**src/rtl/digit_serial_multiplier_pkg.sv**
```systemverilog
// Shared definitions for the digit-serial multiplier: digit width, FSM
// state encoding and the digit-pair count helper.
package digit_serial_multiplier_pkg;

  localparam int DIGIT_W = 2;

  typedef enum logic [1:0] {
    IDLE = 2'd0,
    RUN  = 2'd1,
    DONE = 2'd2
  } state_t;

  // Number of digit pairs (= RUN cycles) for a w-bit operand.
  function automatic int num_pairs(input int w);
    return (w / DIGIT_W) * (w / DIGIT_W);
  endfunction

endpackage

```
**src/rtl/digit_serial_multiplier_mul_digit_2x2.sv**
```systemverilog
// Combinational 2-bit x 2-bit unsigned digit product (max 3*3 = 9).
module mul_digit_2x2
  import digit_serial_multiplier_pkg::*;
(
  input  logic [DIGIT_W-1:0]   a,
  input  logic [DIGIT_W-1:0]   b,
  output logic [2*DIGIT_W-1:0] p
);

  // Zero-extend both digits so the product keeps all four bits.
  always_comb begin
    p = {{DIGIT_W{1'b0}}, a} * {{DIGIT_W{1'b0}}, b};
  end

endmodule

```
**src/rtl/digit_serial_multiplier.sv**
```systemverilog
// Sequential unsigned W x W digit-serial multiplier.
// One 2-bit digit pair per RUN cycle is multiplied, shifted into place and
// accumulated into a 2W-bit product. A saturated W-bit Q-format result with
// FRAC fraction bits is formed alongside the full product.
// Optional macro MUL_ROUND_EN: round-half-up the Q result instead of
// truncating (the full product P is never rounded).
module digit_serial_multiplier
  import digit_serial_multiplier_pkg::*;
#(
  parameter int W    = 8,
  parameter int FRAC = 4
) (
  input  logic           clk,
  input  logic           rst,
  input  logic [W-1:0]   A,
  input  logic [W-1:0]   B,
  input  logic           in_valid,
  output logic           in_ready,
  output logic [2*W-1:0] P,
  output logic [W-1:0]   Q,
  output logic           ovf,
  output logic           out_valid,
  input  logic           out_ready
);

  localparam int NDIG = W / DIGIT_W;
  localparam int CW   = $clog2(NDIG);
  localparam int N    = num_pairs(W);
  localparam int PW   = $clog2(N);

  localparam logic [CW-1:0] LAST_DIG  = CW'(NDIG - 1);
  localparam logic [PW-1:0] LAST_PAIR = PW'(N - 1);

  // Rounding constant for the Q slice; kept at zero when there are no
  // fraction bits so the shift amount never goes negative.
  localparam int            RND_SH = (FRAC > 0) ? FRAC - 1 : 0;
  localparam logic [2*W:0]  RND    = (FRAC > 0) ? ((2*W+1)'(1) << RND_SH) : '0;

  state_t state, state_nxt;

  logic [W-1:0]           a_q, b_q;
  logic [2*W-1:0]         acc, acc_nxt, term;
  logic [CW-1:0]          i_q, j_q;
  logic [PW-1:0]          pair_cnt;
  logic [CW+1:0]          shamt;
  logic [DIGIT_W-1:0]     a_dig, b_dig;
  logic [2*DIGIT_W-1:0]   dprod;
  logic                   accept, last_pair;
  logic [2*W:0]           r;
  logic [W-1:0]           q_nxt;
  logic                   ovf_nxt;

  // Current digit pair: i walks A's digits (inner), j walks B's digits.
  always_comb begin
    a_dig = a_q[DIGIT_W*i_q +: DIGIT_W];
    b_dig = b_q[DIGIT_W*j_q +: DIGIT_W];
  end

  mul_digit_2x2 u_digit (
    .a (a_dig),
    .b (b_dig),
    .p (dprod)
  );

  // Weight the digit product by 4^(i+j) and add it to the running sum.
  // The sum of indices is widened so 2*(i+j) cannot wrap.
  always_comb begin
    shamt   = ({2'b00, i_q} + {2'b00, j_q}) << 1;
    term    = (2*W)'(dprod) << shamt;
    acc_nxt = acc + term;
  end

  // Q/ovf from the final sum: anything above bit FRAC+W-1 saturates.
  always_comb begin
    r = {1'b0, acc_nxt};
`ifdef MUL_ROUND_EN
    r = r + RND;
`endif
    ovf_nxt = |(r >> (FRAC + W));
    q_nxt   = ovf_nxt ? {W{1'b1}} : r[FRAC +: W];
  end

  assign last_pair = (pair_cnt == LAST_PAIR);
  assign accept    = in_valid && in_ready;

  // State register.
  always_ff @(posedge clk) begin
    if (rst) state <= IDLE;
    else     state <= state_nxt;
  end

  // Next state and handshake outputs; new operands are taken only in IDLE,
  // which leaves one bubble after every DONE handshake.
  always_comb begin
    state_nxt = state;
    in_ready  = 1'b0;
    out_valid = 1'b0;
    unique case (state)
      IDLE: begin
        in_ready = 1'b1;
        if (in_valid) state_nxt = RUN;
      end
      RUN: begin
        if (last_pair) state_nxt = DONE;
      end
      DONE: begin
        out_valid = 1'b1;
        if (out_ready) state_nxt = IDLE;
      end
      default: state_nxt = IDLE;
    endcase
  end

  // Operand latch, digit sequencing, accumulation and result registers.
  always_ff @(posedge clk) begin
    if (rst) begin
      a_q      <= '0;
      b_q      <= '0;
      acc      <= '0;
      i_q      <= '0;
      j_q      <= '0;
      pair_cnt <= '0;
      P        <= '0;
      Q        <= '0;
      ovf      <= 1'b0;
    end else begin
      unique case (state)
        IDLE: begin
          if (accept) begin
            a_q      <= A;
            b_q      <= B;
            acc      <= '0;
            i_q      <= '0;
            j_q      <= '0;
            pair_cnt <= '0;
          end
        end
        RUN: begin
          acc      <= acc_nxt;
          pair_cnt <= pair_cnt + 1'b1;
          if (i_q == LAST_DIG) begin
            i_q <= '0;
            j_q <= j_q + 1'b1;
          end else begin
            i_q <= i_q + 1'b1;
          end
          if (last_pair) begin
            P   <= acc_nxt;
            Q   <= q_nxt;
            ovf <= ovf_nxt;
          end
        end
        default: ;
      endcase
    end
  end

endmodule

```
**config.mk**
```make
export PLATFORM = sky130hd
export DESIGN_NAME = digit_serial_multiplier
export DESIGN_NICKNAME = d
export VERILOG_FILES = /design/src/rtl/digit_serial_multiplier_pkg.sv /design/src/rtl/digit_serial_multiplier_mul_digit_2x2.sv /design/src/rtl/digit_serial_multiplier.sv
export SDC_FILE = /design/constraint.sdc
export NUM_CORES = 1
export LEC_CHECK = 0
export ABC_CLOCK_PERIOD_IN_PS = 6700
export BUFFER_PORTS_ARGS = -buffer_cell sky130_fd_sc_hd__buf_4
export CAP_MARGIN = 20
export CORE_MARGIN = 5
export CORE_UTILIZATION = 45
export CTS_CLUSTER_SIZE = 20
export DETAILED_ROUTE_END_ITERATION = 8
export PLACE_DENSITY = 0.71
export SLEW_MARGIN = 40
export SYNTH_ARGS = -nofsm -noshare
export SYNTH_HDL_FRONTEND = slang
export SYNTH_SLANG_ARGS = --single-unit
export TNS_END_PERCENT = 50
```
**constraint.sdc**
```tcl
create_clock -name clk -period 6.7 [get_ports clk]
set_clock_uncertainty 0.1 [all_clocks]
set_input_delay 1.34 -clock clk [delete_from_list [all_inputs] [get_ports clk]]
set_output_delay 1.34 -clock clk [all_outputs]
set_load 0.02 [all_outputs]
```
==> qor.csv, run 1 <==
metric;value;unit
status;finished clean;
syn avg cell area;7.91;um2
Switch Pwr;189;uW
per-cell routed wire length;14.7;um
number of flops mapped to enable cells by yosys;0;
Async SR Flop Fraction;0;%
crit path max fanout;8;
core outline area;0.00813;mm2
Cell Area, Synth;0.00371;mm2
RSZ-0062 raised after global routing;false;
DP Worst Slack;2240;ps
worst r2r path cells;14;
Flop pwr share;51.6;%
endpoint class of the critical path;flop;
TritonCTS sink count;67;
initial antenna violation count;0;
vias in the first global route;3235;
total die area;0.0102;mm2
synthesized net count;512;
Inserted Diodes;0;
largest net degree at the start of global routing;68;
clk buf depth;2;
CTS H-tree lvls;3;
utilization after layout;52.7;%
1st-iter DRT viols;236;
first-pass GRT wire length;15.0;mm
Crit Path Category;flop to flop;
RR Startpoint;j_q[0];
GRT Overall Usage;18.3;%
max frequency;0.223;GHz
fin. max-slew vios;0;
post-DP HPWL;6.58;mm
CP Cell Sequence;mux4_2, and2_1, ha_1, ha_1, mux2i_1, nor2_1, ha_1, nand4_2, nor4_1, or2_1, o311a_1, nand2b_4, nor4_4, a211oi_1;
number of synthesized register bits;67;
Rows;33;
Area Overhead vs Synth;15.6;%
crit-path most repeated cell;ha_1;
slowest CP cell;mux4_2;
P_int;608;uW
sequential-to-total area share from yosys stat;36.2;%
root buf cell;clkbuf_8;
CTS resizes;0;
DRC;0;
Initial Utilization;45.6;%
TritonCTS Buffers;9;
Post-Syn Instances;469;
post-CTS repair timing setup buffer count;0;
IO Pins;47;
flop-to-flop setup slack;2220;ps
crit path launch;j_q[0];
layout cells sized above 1;15.6;%
WP buf/inv;0;
routed vias/inst;5.46;
filler cell count;786;
Final min period;4480;ps
GPL Wtd Cong;0.872;
Worst setup SP type;flop;
drt first pass iters;4;
worst skew pair latency;340;ps
Pwr per Cell Area;186;mW/mm2
Worst EP arrival;4570;ps
predominant post-synthesis flop cell;dfxtp_1;
reg2reg end;Q[0];
Syn. warnings;0;
final worst setup slack;2220;ps
Final setup viols;0;
Setup TNS;0;ps
peak supply drop;113;uV
vias post-DR;3342;
Synth area leaders;dfxtp_1 (36%), a21oi_1 (8.4%), nand2_1 (8.3%), ha_1 (7.1%), nor2_1 (5.6%);
final wirelength;8.99;mm
Final period util;66.8;%
Worst Hold Slack;355;ps
CTS tree;done;
Gate power share;6.6;%
Synth cell types;55;
cell family with most CP delay;simple AND/OR/NAND/NOR gates;
total gr overflow;0;
switch share;23.7;%
Nets;545;
hold-fix buffers at CTS;0;
die extent in x;101;um
clock group share of total power;41.8;%
end of the critical path;Q[0];
relative slew slack;46.7;%
I/O Buffers;46;
area leader, netlist;dfxtp_1;
Total Power;796;uW
CTS clk-pin slew, worst paths;80;ps
CP required;6790;ps
final hold viol count;0;
Slowest Stage Delay on Critical Path;550;ps
area share of the largest cell type after synthesis;36.2;%
worst-margin pin slew;797;ps
Routed Antenna Nets;0;
CP Depth;14;
Max-Cap Viols;0;
Static Leakage;0.00167;uW
hold crit path type;flop to flop;
Chip Height;101;um
-- power by group through the flow --
stage	combinational [uW]	sequential (uW)	clock (uW)
floorplan	36.5	419	0
global placement	51.7	420	0
detailed placement	53.4	420	0
CTS	53.6	411	342
global route	59.2	412	357
finish	52.8	411	333
-- per-layer routing --
metal | track usage, % | up-vias | share of wire (%)
met4 | 6.42 | 0 | 1.3
met5 | 0 | - | 0
met2 | 29.4 | 70 | 48
met3 | 3.60 | 9 | 4.7
li1 | - | 1706 | -
met1 | 24.5 | 1557 | 46
-- layout make-up --
type	instances	area, um2	share of cell area, %
flip-flops and latches	67	1340	31.3
repair buffers	48	360	8.40
well taps	105	131	3.06
inverters	14	52.6	1.23
clock buffers	12	145	3.38
clock inverters	4	50.0	1.17
multi-input cells	362	2210	51.5
-- registers in the layout, summed over array words and instances (netlist names), 2 cells and up --
name and count:
Q 8, j_q 2, a_q 8, state 2, b_q 8, acc 16
i_q 2, P 16, pair_cnt 4
-- worst min path at each step --
stage / from / to / cells past startpoint / slack, ps
after floorplan: a_q[4] / a_q[4] / 2 / 330
after global placement: P[5] / P[5] / 2 / 350
after detailed placement: b_q[7] / b_q[7] / 2 / 350
after CTS: b_q[7] / b_q[7] / 2 / 360
after global routing: a_q[1] / a_q[1] / 2 / 370
final: b_q[7] / b_q[7] / 2 / 350
-- cells in the mapped netlist (2+ instances only) --
library cell	number
mux2i_1	3
nor3b_1	2
nand2b_1	6
a211oi_1	11
nand2_1	82
a21o_1	2
nor2_1	55
a21oi_1	62
nand3_1	22
mux4_2	4
o21bai_1	3
nand4b_1	2
a211oi_2	3
dfxtp_1	67
o21a_1	2
inv_1	14
buf_2	3
o311ai_1	2
nor3_1	8
o21ai_0	12
nor2b_1	5
a31oi_1	2
ha_1	21
a22oi_1	7
o31ai_1	2
clkbuf_1	20
xnor2_1	7
o21ai_1	2
nand3b_1	3
xor2_1	4
nand4_1	2
and2_1	5
fa_1	2
-- through the flow --
stage | instance area, um2 | std cells
finish | 4290 | 612
detailed placement | 4090 | 596
floorplan | 3710 | 469
global route | 4290 | 612
CTS | 4290 | 612
global placement | 4090 | 596
-- cells by family after synthesis --
group	Yosys count	synth area share, %
mux	8	3.85
xor+xnor	11	2.60
flops	67	36.2
buf+inv	40	4.39
fa+ha+maj	23	8.16
simple gates	201	25.0
compound gates	119	19.9
-- worst register-to-register path, stage by stage, from the launching register on --
cell	delay (ps)
dfxtp_1	490
mux4_2	550
and2_1	180
ha_1	210
ha_1	310
mux2i_1	310
nor2_1	100
ha_1	370
nand4_2	200
nor4_1	430
or2_1	190
o311a_1	280
nand2b_4	80
nor4_4	380
a211oi_1	160
-- cells in the final DEF, fill, tap and decap left out, types with 8 or more instances in the layout --
cell type and count:
nand3_1 22, nor3_1 8, a211oi_1 11, a21oi_1 62, nor2_1 55, clkbuf_8 10
inv_1 14, o21ai_0 12, nand2_1 81, ha_1 21, dfxtp_1 67, buf_4 48
Power figures use the tool's default switching activity.
==> run 2, diff against run 1 <==
--- a/config.mk
+++ b/config.mk
@@ -5,7 +5,7 @@
 export SDC_FILE = /design/constraint.sdc
 export NUM_CORES = 1
 export LEC_CHECK = 0
-export ABC_CLOCK_PERIOD_IN_PS = 6700
+export ABC_CLOCK_PERIOD_IN_PS = 4600
 export BUFFER_PORTS_ARGS = -buffer_cell sky130_fd_sc_hd__buf_4
 export CAP_MARGIN = 20
 export CORE_MARGIN = 5
==> constraint.sdc (replaced) <==
create_clock -name clk -period 4.6 [get_ports clk]
set_clock_uncertainty 0.1 [all_clocks]
set_input_delay 0.92 -clock clk [delete_from_list [all_inputs] [get_ports clk]]
set_output_delay 0.92 -clock clk [all_outputs]
set_load 0.02 [all_outputs]
==> run 2 against run 1 <==
Compared with the run above:
- fmax rose by 3.2%
- sequential power rose by 46%
- highest routed layer unchanged
- sequential share of layout area fell by 0.12 points
==> qor.csv, run 2 (synthesis results as in run 1) <==
metric;value;unit;change
status;finished clean;;
total die area;0.0102;mm2;unchanged
relative slew slack;43.4;%;-3.3 points
CP Cell Sequence;mux4_2, and2_1, ha_1, ha_1, mux2i_2, nor2_1, ha_1, a211oi_2, nor4_2, or2_1, o311ai_2, nand2b_4, nor4_4, buf_4, a211oi_1;;
crit-path most repeated cell;ha_1;;
Initial Utilization;45.6;%;unchanged
post-DP HPWL;6.62;mm;+0.58%
commonest cells after routing, fill and taps aside;nand2_1 (81), dfxtp_1 (65), a21oi_1 (62);;
slowest CP cell;mux4_2;;
Nets;547;;+0.37%
Crit Path Category;flop to flop;;
RSZ-0062 raised after global routing;false;;
per-cell routed wire length;14.8;um;+0.68%
most common cell after layout, fill and taps aside;nand2_1;;
crit path max fanout;8;;unchanged
IO Pins;47;;unchanged
Final setup viols;0;;unchanged
CTS H-tree lvls;3;;unchanged
filler cell count;771;;-1.9%
RR Startpoint;j_q[0];;
clk buf depth;2;;unchanged
worst skew pair latency;340;ps;about the same
I/O Buffers;46;;unchanged
final hold viol count;0;;unchanged
hold crit path type;flop to flop;;
peak supply drop;186;uV;+64%
Final period util;94.3;%;+28 points
DP Worst Slack;160;ps;-2080 ps
area used by multi-input combinational logic;0.00222;mm2;+0.79%
root buf cell;clkbuf_8;;
Area Overhead vs Synth;16.3;%;
Max-Cap Viols;0;;unchanged
final worst setup slack;260;ps;-1960 ps
endpoint class of the critical path;flop;;
fin. max-slew vios;0;;unchanged
die extent in x;101;um;unchanged
Largest regs;P (16), acc (16);;
routed vias/inst;5.43;;-0.53%
TritonCTS sink count;67;;unchanged
Static Leakage;0.00169;uW;+1.2%
CP required;4740;ps;-2050 ps
Setup TNS;0;ps;unchanged
max frequency;0.230;GHz;+3.2%
GPL Wtd Cong;0.883;;+1.3%
Routed Antenna Nets;0;;unchanged
total gr overflow;0;;unchanged
Worst setup SP type;flop;;
HP Start;P[1];;
Rows;33;;unchanged
final wirelength;9.08;mm;+1.0%
Inserted Diodes;0;;unchanged
hold-fix buffers at CTS;0;;unchanged
register area;0.00134;mm2;+0.19%
largest net degree at the start of global routing;68;;unchanged
1st-iter DRT viols;203;;-14%
initial antenna violation count;0;;unchanged
Final min period;4340;ps;-139 ps
GRT Overall Usage;18.5;%;+0.16 points
vias in the first global route;3246;;+0.34%
CTS clk-pin slew, worst paths;70;ps;about the same
first-pass GRT wire length;15.1;mm;+0.37%
TritonCTS Buffers;9;;unchanged
layout cells sized above 1;16.9;%;+1.3 points
Worst EP arrival;4480;ps;-90 ps
Chip Height;101;um;unchanged
CTS tree;done;;
worst-margin pin slew;846;ps;+48.6 ps
Pwr per Cell Area;265;mW/mm2;+43%
Slowest Stage Delay on Critical Path;540;ps;about the same
vias post-DR;3335;;-0.21%
DRC;0;;unchanged
drt first pass iters;4;;unchanged
core outline area;0.00813;mm2;unchanged
crit path launch;j_q[0];;
==> run 2: changes by cell type in the layout (fill, tap and decap cells not counted), moves of 2 or more <==
cell        before  now
buf_4           48   50
clkinv_2         1    3
dfxtp_2          0    2
dfxtp_1         67   65
clkinvlp_4       2    0
==> run 2: routing by layer <==
metal / part of all wire [%] / track usage [%]
met1: 44 / 24.0
met2: 49 / 29.8
met3: 4.4 / 3.39
met4: 2.2 / 8.19
met5: 0 / 0
==> run 2: path summary, 6_finish.rpt <==
check             slack (ps)  cells past startpoint   end
setup reg to reg         260                     15  Q[1]
hold / removal           360                      2  P[1]
hold reg to reg          360                      2  P[1]
setup / recovery         260                     15  Q[1]
==> run 2: worst max-delay path, delay by kind of cell, from the launching register on <==
family / cells / cell delay (ps)
multiplexers: 2 / 800
buffers and inverters: 1 / 180
AND/OR/NAND/NOR: 6 / 900
adder cells (fa/ha/maj): 3 / 900
AO/OA/AOI/OAI: 3 / 960
flip-flops: 1 / 410
==> run 2: cell type report <==
class	instances	area share (%)
Inverter	14	1.22
Tap cell	105	3.05
Clock buffer	11	3.05
Timing Repair Buffer	50	8.70
Sequential cell	67	31.2
Multi-Input combinational cell	362	51.6
Clock inverter	5	1.25
==> run 2: per-stage QoR <==
stage	hold slack [ps]	power [uW]	cells	area [um2]	utilization [%]
final	357	1140	614	4310	53.0
after global routing	378	1190	614	4310	53.0
after CTS	360	1160	613	4290	52.7
after detailed placement	349	690	597	4100	50.4
after global placement	346	687	597	4100	50.4
after floorplan	333	663	469	3710	-
==> run 2: what timing repair did <==
item / in CTS / in global routing
gates resized for setup: 0 / 5
setup buffers: 0 / 1
setup endpoints to repair: 0 / 8
==> run 2: report_power, final <==
group          leakage [uW]  internal (uW)  switching, uW
combinational       0.00105           29.8           47.8
clock             0.0000971            249            219
sequential         0.000544            591           8.04
==> run 3, diff against run 2 <==
--- a/config.mk
+++ b/config.mk
@@ -16,5 +16,6 @@
 export SLEW_MARGIN = 40
 export SYNTH_ARGS = -nofsm -noshare
 export SYNTH_HDL_FRONTEND = slang
+export SYNTH_HIERARCHICAL = 1
 export SYNTH_SLANG_ARGS = --single-unit
 export TNS_END_PERCENT = 50
==> run 3 against run 2 <==
Compared with the run above:
- cell area fell by 3.0%
- first-iteration DRC count rose by 17%
- synthesized cell count fell by 3.4%
- die area fell by 3.8%
- critical path depth did not move
- sequential share of layout area rose by 0.96 points
- cell count fell by 2.9%
- clock power rose by 2%
- utilization rose by 1.1 points
- hold slack got worse by 1.8 ps
==> qor.csv, run 3 <==
metric;value;unit;change
vias in the first global route;3001;;-7.5%
CTS tree;done;;
Nets;531;;-2.9%
largest net degree at the start of global routing;68;;unchanged
Post-Synth Simple-Gate Area;23.5;%;-1.5 points
Crit Path Category;flop to flop;;
clk buf depth;2;;unchanged
DRC;0;;unchanged
multiplexer area fraction after synthesis;3.38;%;-0.47 points
Rows;32;;-3.0%
drt first pass iters;4;;unchanged
peak supply drop;183;uV;-1.6%
sequential-to-total area share from yosys stat;37.7;%;+1.6 points
largest family of logic cells by synthesized area;simple AND/OR/NAND/NOR gates;;
Static Leakage;0.00162;uW;-3.9%
number of flops mapped to enable cells by yosys;0;;unchanged
adder-cell share of the synthesized area;8.17;%;about the same
area share of the largest cell type after synthesis;37.7;%;+1.6 points
dpl cells;579;;-3.0%
routed vias/inst;5.37;;-1.1%
root buf cell;clkbuf_8;;
Pwr per Cell Area;275;mW/mm2;+3.8%
most common cell after layout, fill and taps aside;nand2_1;;
filler cell count;728;;-5.6%
1st-iter DRT viols;237;;+17%
I/O Buffers;46;;unchanged
Synth Area in Compound Gates;19.7;%;-0.15 points
Final period util;94.5;%;+0.16 points
CP required;4750;ps;about the same
endpoint class of the critical path;flop;;
Synth cell types;43;;-22%
IO Pins;47;;unchanged
Max-Cap Viols;0;;unchanged
Cell Area, Synth;0.00355;mm2;-4.2%
Largest regs;P (16), acc (16);;
TritonCTS Buffers;9;;unchanged
Inserted Diodes;0;;unchanged
Final min period;4350;ps;+7.40 ps
layout cells sized above 1;17.2;%;+0.31 points
worst-margin pin slew;696;ps;-149 ps
Synth top cells by count;nand2_1 (78), dfxtp_1 (67), a21oi_1 (64);;
busiest grt layer;met2;;
Async SR Flop Fraction;0;%;unchanged
post-DP HPWL;6.17;mm;-6.8%
relative slew slack;53.6;%;+10 points
GRT Overall Usage;18.4;%;-0.12 points
area used by multi-input combinational logic;0.00209;mm2;-6.1%
initial antenna violation count;0;;unchanged
GR Layer Usage met1;23.6;%;-0.44 points
die extent in x;98.9;um;-1.9%
total die area;0.00977;mm2;-3.8%
Synth area leaders;dfxtp_1 (38%), a21oi_1 (9.0%), nand2_1 (8.2%), ha_1 (7.0%), nor2_1 (5.7%);;
Setup TNS;0;ps;unchanged
Area Overhead vs Synth;17.7;%;
fin. max-slew vios;0;;unchanged
GR Layer Usage met3;4.10;%;+0.71 points
syn avg cell area;7.84;um2;-0.80%
Chip Height;98.9;um;-1.9%
met2 GRT Util;30.5;%;+0.65 points
Worst setup SP type;flop;;
post-route insts no fill;596;;-2.9%
final wirelength;8.94;mm;-1.6%
max frequency;0.230;GHz;-0.17%
Final setup viols;0;;unchanged
CTS clk-pin slew, worst paths;70;ps;about the same
Worst EP arrival;4500;ps;+20 ps
vias post-DR;3203;;-4.0%
Worst Hold Slack;355;ps;-1.75 ps
register area;0.00134;mm2;unchanged
per-cell routed wire length;15.0;um;+1.4%
Routed Antenna Nets;0;;unchanged
TritonCTS sink count;67;;unchanged
first-pass GRT wire length;14.6;mm;-3.2%
RSZ-0062 raised after global routing;false;;
GPL Wtd Cong;0.893;;+1.1%
total gr overflow;0;;unchanged
Initial Utilization;46.0;%;+0.39 points
status;finished clean;;
CTS H-tree lvls;3;;unchanged
Syn. warnings;6;;+6
synthesized net count;495;;-3.3%
area leader, netlist;dfxtp_1;;
worst skew pair latency;340;ps;about the same
core outline area;0.00773;mm2;-5.0%
final hold viol count;0;;unchanged
hold crit path type;flop to flop;;
predominant post-synthesis flop cell;dfxtp_1;;
crit path max fanout;9;;+1
number of synthesized register bits;67;;unchanged
commonest cells after routing, fill and taps aside;nand2_1 (77), dfxtp_1 (65), a21oi_1 (64);;
Post-Syn Instances;453;;-3.4%
count leader, synth;nand2_1;;
xor-xnor portion of the synthesized cell area;3.20;%;+0.61 points
==> run 3: cell types whose count changed after synthesis, moves of 3 or more <==
cell and change:
a31oi_1 +5, nand2_1 -4, a211oi_2 -3, a22oi_1 -3
buf_2 -3, clkbuf_1 +3, xnor2_1 +3
==> run 3: layout make-up <==
type	count	area share [%]
sequential	67	32.1
clock inverter	5	1.29
inverter	15	1.35
tap	102	3.05
clock buffer	11	3.14
timing repair buffer	51	9.15
multi-input combinational	345	49.9
==> run 3: what timing repair did <==
action	4_1_cts	5_1_grt
pin swaps	1	0
setup buffers	1	0
resized for setup	0	6
endpoints found under the setup margin	8	11
hold buffers	0	0
==> run 3: critical path, stage by stage, from the launching register on <==
cell	delay, ps
dfxtp_2	400
mux4_2	510
and2_1	180
ha_1	190
ha_1	310
a31oi_1	250
nor2b_1	80
ha_1	340
a2111oi_0	430
o21ai_1	170
a211oi_1	310
o31ai_1	170
xnor2_2	330
a2111oi_4	50
buf_4	180
a211oi_1	240
==> run 3: cells by family after synthesis <==
| family | count (synthesis) |
|---|---|
| XOR/XNOR | 13 |
| buffers and inverters | 41 |
| AO/OA/AOI/OAI | 115 |
| adder cells (fa/ha/maj) | 22 |
| multiplexers | 7 |
| flip-flops | 67 |
| AND/OR/NAND/NOR | 188 |
==> run 3: path summary, 6_finish.rpt <==
path,end,depth (start not counted),from,slack [ps]
hold reg to reg,b_q[7],2,b_q[7],360
hold / removal,b_q[7],2,b_q[7],360
setup / recovery,Q[3],15,i_q[0],250
setup reg to reg,Q[3],15,i_q[0],250
==> run 3: layer usage <==
metal,share of wire (%),vias up,wire length (um)
met1,45,1476,4030
met4,1.1,0,96
li1,-,1640,-
met5,0,-,0
met3,5.1,9,453
met2,49,78,4350
==> run 3: report_power, final <==
part / internal, uW / total (uW) / switching (uW)
Combinational: 29.8 / 77.0 / 47.2
Sequential: 591 / 599 / 8.25
Clock: 249 / 476 / 227
Total: 870 / 1150 / 282
==> run 3: metrics by stage <==
step | utilization [%] | area (um2) | power (uW) | worst slack, ps
6_report | 54.1 | 4180 | 1150 | 253
5_1_grt | 54.1 | 4180 | 1200 | 27.0
4_1_cts | 53.8 | 4160 | 1160 | 80.5
2_1_floorplan | - | 3550 | 661 | 270
3_5_place_dp | 51.3 | 3960 | 689 | 8.68
3_3_place_gp | 51.2 | 3960 | 686 | 157
